--- config.mk ---
export PLATFORM = sky130hd
export DESIGN_NAME = alu_decoder_unit
export DESIGN_NICKNAME = d
export VERILOG_FILES = /design/src/rtl/alu_decoder_unit.sv
export SDC_FILE = /design/constraint.sdc
export NUM_CORES = 1
export LEC_CHECK = 0
export CAP_MARGIN = 20
export CELL_PAD_IN_SITES_DETAIL_PLACEMENT = 1
export CELL_PAD_IN_SITES_GLOBAL_PLACEMENT = 1
export CORE_AREA = 2 2 39 41
export CTS_BUF_LIST = sky130_fd_sc_hd__clkbuf_4 sky130_fd_sc_hd__clkbuf_8
export DETAILED_ROUTE_END_ITERATION = 10
export DIE_AREA = 0 0 41 43
export DONT_BUFFER_PORTS = 1
export PLACE_DENSITY = 0.41
export RECOVER_POWER = 50
export SLEW_MARGIN = 10
export SYNTH_ARGS = -nofsm -noshare
export SYNTH_HDL_FRONTEND = slang
export SYNTH_SLANG_ARGS = --single-unit
--- constraint.sdc ---
create_clock -name clk -period 1.2 [get_ports clk]
set_input_delay 0.3 -clock clk [delete_from_list [all_inputs] [get_ports clk]]
set_output_delay 0.3 -clock clk [all_outputs]
set_load 0.005 [all_outputs]
--- src/rtl/alu_decoder_unit.sv ---
// RV32I ALU control decoder: zero-latency ALUControl/illegal plus a one-cycle registered copy.
// Define ALU_DEC_CHECK_EN to add a lookup-table cross-check decode with a sticky mismatch_q flag.
module alu_decoder_unit #(
  parameter logic [2:0] DEFAULT_CTRL = 3'b000
) (
  input  logic       clk,
  input  logic       reset,
  input  logic [1:0] ALUOp,
  input  logic       op5,
  input  logic [2:0] funct3,
  input  logic       funct7,
  output logic [2:0] ALUControl,
  output logic       illegal,
  output logic [2:0] alu_ctrl_q,
  output logic       illegal_q
`ifdef ALU_DEC_CHECK_EN
  ,
  output logic       mismatch_q
`endif
);

  localparam logic [2:0] CTRL_ADD = 3'b000;
  localparam logic [2:0] CTRL_SUB = 3'b001;
  localparam logic [2:0] CTRL_AND = 3'b010;
  localparam logic [2:0] CTRL_OR  = 3'b011;
  localparam logic [2:0] CTRL_SLT = 3'b101;

  logic [2:0] alu_ctrl_d;
  logic       illegal_d;

  // NOTE: every output gets a default before the case so no path can infer a latch.
  always_comb begin
    alu_ctrl_d = DEFAULT_CTRL;
    illegal_d  = 1'b1;
    case (ALUOp)
      2'b00: begin
        alu_ctrl_d = CTRL_ADD;
        illegal_d  = 1'b0;
      end
      2'b01: begin
        alu_ctrl_d = CTRL_SUB;
        illegal_d  = 1'b0;
      end
      2'b10: begin
        illegal_d = 1'b0;
        case (funct3)
          3'b000:  alu_ctrl_d = (op5 && funct7) ? CTRL_SUB : CTRL_ADD;
          3'b010:  alu_ctrl_d = CTRL_SLT;
          3'b110:  alu_ctrl_d = CTRL_OR;
          3'b111:  alu_ctrl_d = CTRL_AND;
          default: begin
            alu_ctrl_d = DEFAULT_CTRL;
            illegal_d  = 1'b1;
          end
        endcase
      end
      default: begin
        alu_ctrl_d = DEFAULT_CTRL;
        illegal_d  = 1'b1;
      end
    endcase
  end

  assign ALUControl = alu_ctrl_d;
  assign illegal    = illegal_d;

  // NOTE: state registers use non-blocking assignments so every flop samples pre-edge values.
  always_ff @(posedge clk or posedge reset) begin
    if (reset) begin
      alu_ctrl_q <= 3'b000;
      illegal_q  <= 1'b0;
    end else begin
      alu_ctrl_q <= alu_ctrl_d;
      illegal_q  <= illegal_d;
    end
  end

`ifdef ALU_DEC_CHECK_EN
  // Each entry is {illegal, ALUControl}, indexed by {ALUOp, op5, funct3, funct7}.
  typedef logic [127:0][3:0] lut_t;

  function automatic lut_t build_lut();
    lut_t t;
    for (int i = 0; i < 128; i++) begin
      logic [6:0] idx;
      idx  = 7'(i);
      t[i] = {1'b1, DEFAULT_CTRL};
      if (idx[6:5] == 2'b00)      t[i] = {1'b0, CTRL_ADD};
      else if (idx[6:5] == 2'b01) t[i] = {1'b0, CTRL_SUB};
      else if (idx[6:5] == 2'b10) begin
        if (idx[3:1] == 3'b000)      t[i] = {1'b0, (idx[4] & idx[0]) ? CTRL_SUB : CTRL_ADD};
        else if (idx[3:1] == 3'b010) t[i] = {1'b0, CTRL_SLT};
        else if (idx[3:1] == 3'b110) t[i] = {1'b0, CTRL_OR};
        else if (idx[3:1] == 3'b111) t[i] = {1'b0, CTRL_AND};
      end
    end
    return t;
  endfunction

  localparam lut_t DEC_LUT = build_lut();

  logic [3:0] lut_word;
  logic       mismatch_d;

  assign lut_word   = DEC_LUT[{ALUOp, op5, funct3, funct7}];
  assign mismatch_d = mismatch_q | (lut_word != {illegal_d, alu_ctrl_d});

  always_ff @(posedge clk or posedge reset) begin
    if (reset) mismatch_q <= 1'b0;
    else       mismatch_q <= mismatch_d;
  end
`endif

endmodule

==> results.cfg <==
[placement]
place_ws_ns = -0.08533
dp.cells = 40
placed_area_um2 = 264.0
port_buffers = 0
place.gp.congestion = 0.7053

[route]
drtPass1Iterations = 2
m1WireLength_um = 148
avgRoutedWirePerCell_um = 13.89
ant_nets = 0
dr_wl_met3_um = 83
first_iter_violations = 1
wl_um = 611
drc = 0
vias = 188
met2_length_um = 378
viasPerCell = 4.273
highest_layer = met3

[synthesis]
muxShareOfSynthArea = 0
syn_area_per_cell_um2 = 10.06
synthArstFlopShare = 1.000
yosysTopAreaCell = dfrtp_1
ys_seq_elements = 4
synthDominantCellAreaShare = 0.4324
synthTopCellsByArea = dfrtp_1 (43%), ha_1 (16%), inv_1 (6.5%), nor2b_4 (5.9%), nor2b_1 (5.4%)
syn_area_um2 = 231.5
synth_xor_xnor_area_share = 0
synthFlopType = dfrtp_1
yosysSeqAreaShare = 0.4324
synth_nets = 35
yosys_warnings = 0
synth_commonest_cells = dfrtp_1 (4), inv_1 (4), ha_1 (3)
synth_top_family_by_area = simple AND/OR/NAND/NOR gates
synthCells = 23
synth_cell_types = 12
synth-compound-area-share = 0.1297
synth_edf_count = 0
synthAdderAreaFrac = 0.1622
yosys.area_share.simple = 0.2108

[timing]
worst_slew_pin_slew_ns = 0.1860
slew_headroom = 0.8753
period_needed_ns = 1.198
finalHoldViolCount = 0
setup_ws_ns = 0.002058
layout_worst_path_cycle_share = 0.9983
setup_violations = 0
rsz0062_at_grt = true
max_freq_mhz = 834.8
drv_slew = 0
tns_ns = 0

[pwr]
irDropWorstVdd_mv = 0.1528
powerDensity_nw_per_um2 = 1027
p_leak_nw = 0.1486

[setup_path]
crit_fanout = 2
max_stage_delay_ns = 0.27
critPathLaunch = ALUOp[0]
arrival_ns = 0.90
cp-start-kind = input port
cp_slowest_cell = ha_4
end_kind = output pin
critical_path_class = in2out
required_ns = 0.90
crit_path_cell_trace = inv_12, ha_4, nand3_4, nor3_4

[run_status]
outcome = finished, final reports clean

[layout]
num-nets-final = 42
drive_above_1_share = 0.5714
syn2layout_area_growth_pct = 58.92
utilization = 0.2658
finalNonFillerCells = 44
num_antenna_cells = 0
final_area_um2 = 367.9
fill_cells = 161

[global_route]
overflow = 0
grt_max_degree = 5
antenna_found_initial = 0
grt_pass1_vias = 224
track_usage = 0.08392
grt_pass1_wl_um = 890

[clock_network]
htreeDepth = 1
cts_tree = built
cts_buffer_depth = 2
clk_pin_slew_ns = 0.04
root_buffer = clkbuf_4
cts_sinks = 4
postCtsSetupBuffers = 0
cts_made_buffers = 3

[floorplanning]
fp.dieH_um = 43
initial_core_util = 0.1673
ios = 17
die_area_um2 = 1763
placementRows = 14
die_w_um = 41
core-area_um2 = 1384

[hold_path]
hp-class = in2reg
min_path_cells = 1
min_to = alu_ctrl_q[2]
min_from = funct3[0]

[job]
maxCapViolCount = 0
==> timing repair <==
item	CTS	global route
setup endpoints to repair	4	4
pin swaps	1	3
hold endpoints to repair	4	0
hold buffers	1	0
gates resized for setup	6	12
==> registers in the layout, indices dropped and copies added, names as in the netlist <==
| name | flops |
|---|---|
| illegal_q | 1 |
| alu_ctrl_q | 3 |
==> through the flow <==
step,hold slack (ns),power [mW]
finish,0.1303,0.3780
global route,0.1203,0.4076
CTS,0.1389,0.3738
detailed placement,0.07672,0.1908
global placement,0.07674,0.1892
floorplan,0.06608,0.1783
==> worst max-delay path: cells and delay by family <==
family                   cells  cell delay, ns
buffers and inverters        1            0.02
AND/OR/NAND/NOR              2            0.30
adder cells (fa/ha/maj)      1            0.27
==> per-layer routing <==
layer  track usage  up-vias
met5             0        -
met4        0.1000        0
met3       0.05236        0
met2        0.1250       10
met1       0.06013       92
li1              -       86
==> cell type report <==
cell class	count	area, um2	area share
multi-input combinational	15	175.2	0.4762
sequential	4	100.1	0.2721
inverter	4	32.53	0.08844
clock buffer	3	22.52	0.06122
tap	16	20.02	0.05442
timing repair buffer	2	17.52	0.04762
==> where the power goes <==
group | leakage, nW | internal (mW) | switching [mW]
Sequential | 0.0530 | 0.142 | 0.00284
Clock | 0.0138 | 0.112 | 0.0536
Combinational | 0.0818 | 0.0359 | 0.0317
Total | 0.149 | 0.290 | 0.0882
==> how the worst max path moves through the flow <==
stage | slack [ns] | end
3_5_place_dp | -0.09 | ALUControl[1]
2_1_floorplan | 0.02 | ALUControl[2]
5_1_grt | -0.06 | ALUControl[2]
3_3_place_gp | -0.06 | ALUControl[2]
6_report | 0.002 | ALUControl[2]
4_1_cts | -0.02 | ALUControl[2]
==> cells by family (layout without fill, tap and decap cells) <==
logic type                 count (synthesis)  count (layout)
and+or+nand+nor                            8               8
DFF                                        4               4
buffers and inverters                      4               9
adders and majority gates                  3               3
AOI/OAI and AO/OA                          4               4
==> layout by cell type, fill, tap and decap left out <==
cell type / netlist / routed
a21oi_2: 1 / 1
buf_4: 0 / 1
clkbuf_4: 0 / 3
dfrtp_1: 4 / 4
dlygate4sd3_1: 0 / 1
ha_2: 0 / 1
ha_4: 0 / 2
inv_1: 4 / 2
inv_12: 0 / 1
inv_6: 0 / 1
nand3_1: 2 / 1
nand3_4: 0 / 1
nor2_1: 2 / 1
nor2_2: 0 / 1
nor2b_1: 2 / 2
nor2b_4: 1 / 1
nor3_4: 0 / 1
o21ai_1: 1 / 1
o21ai_2: 1 / 1
o31ai_2: 0 / 1
No activity file was read; power rests on OpenSTA's default activity.
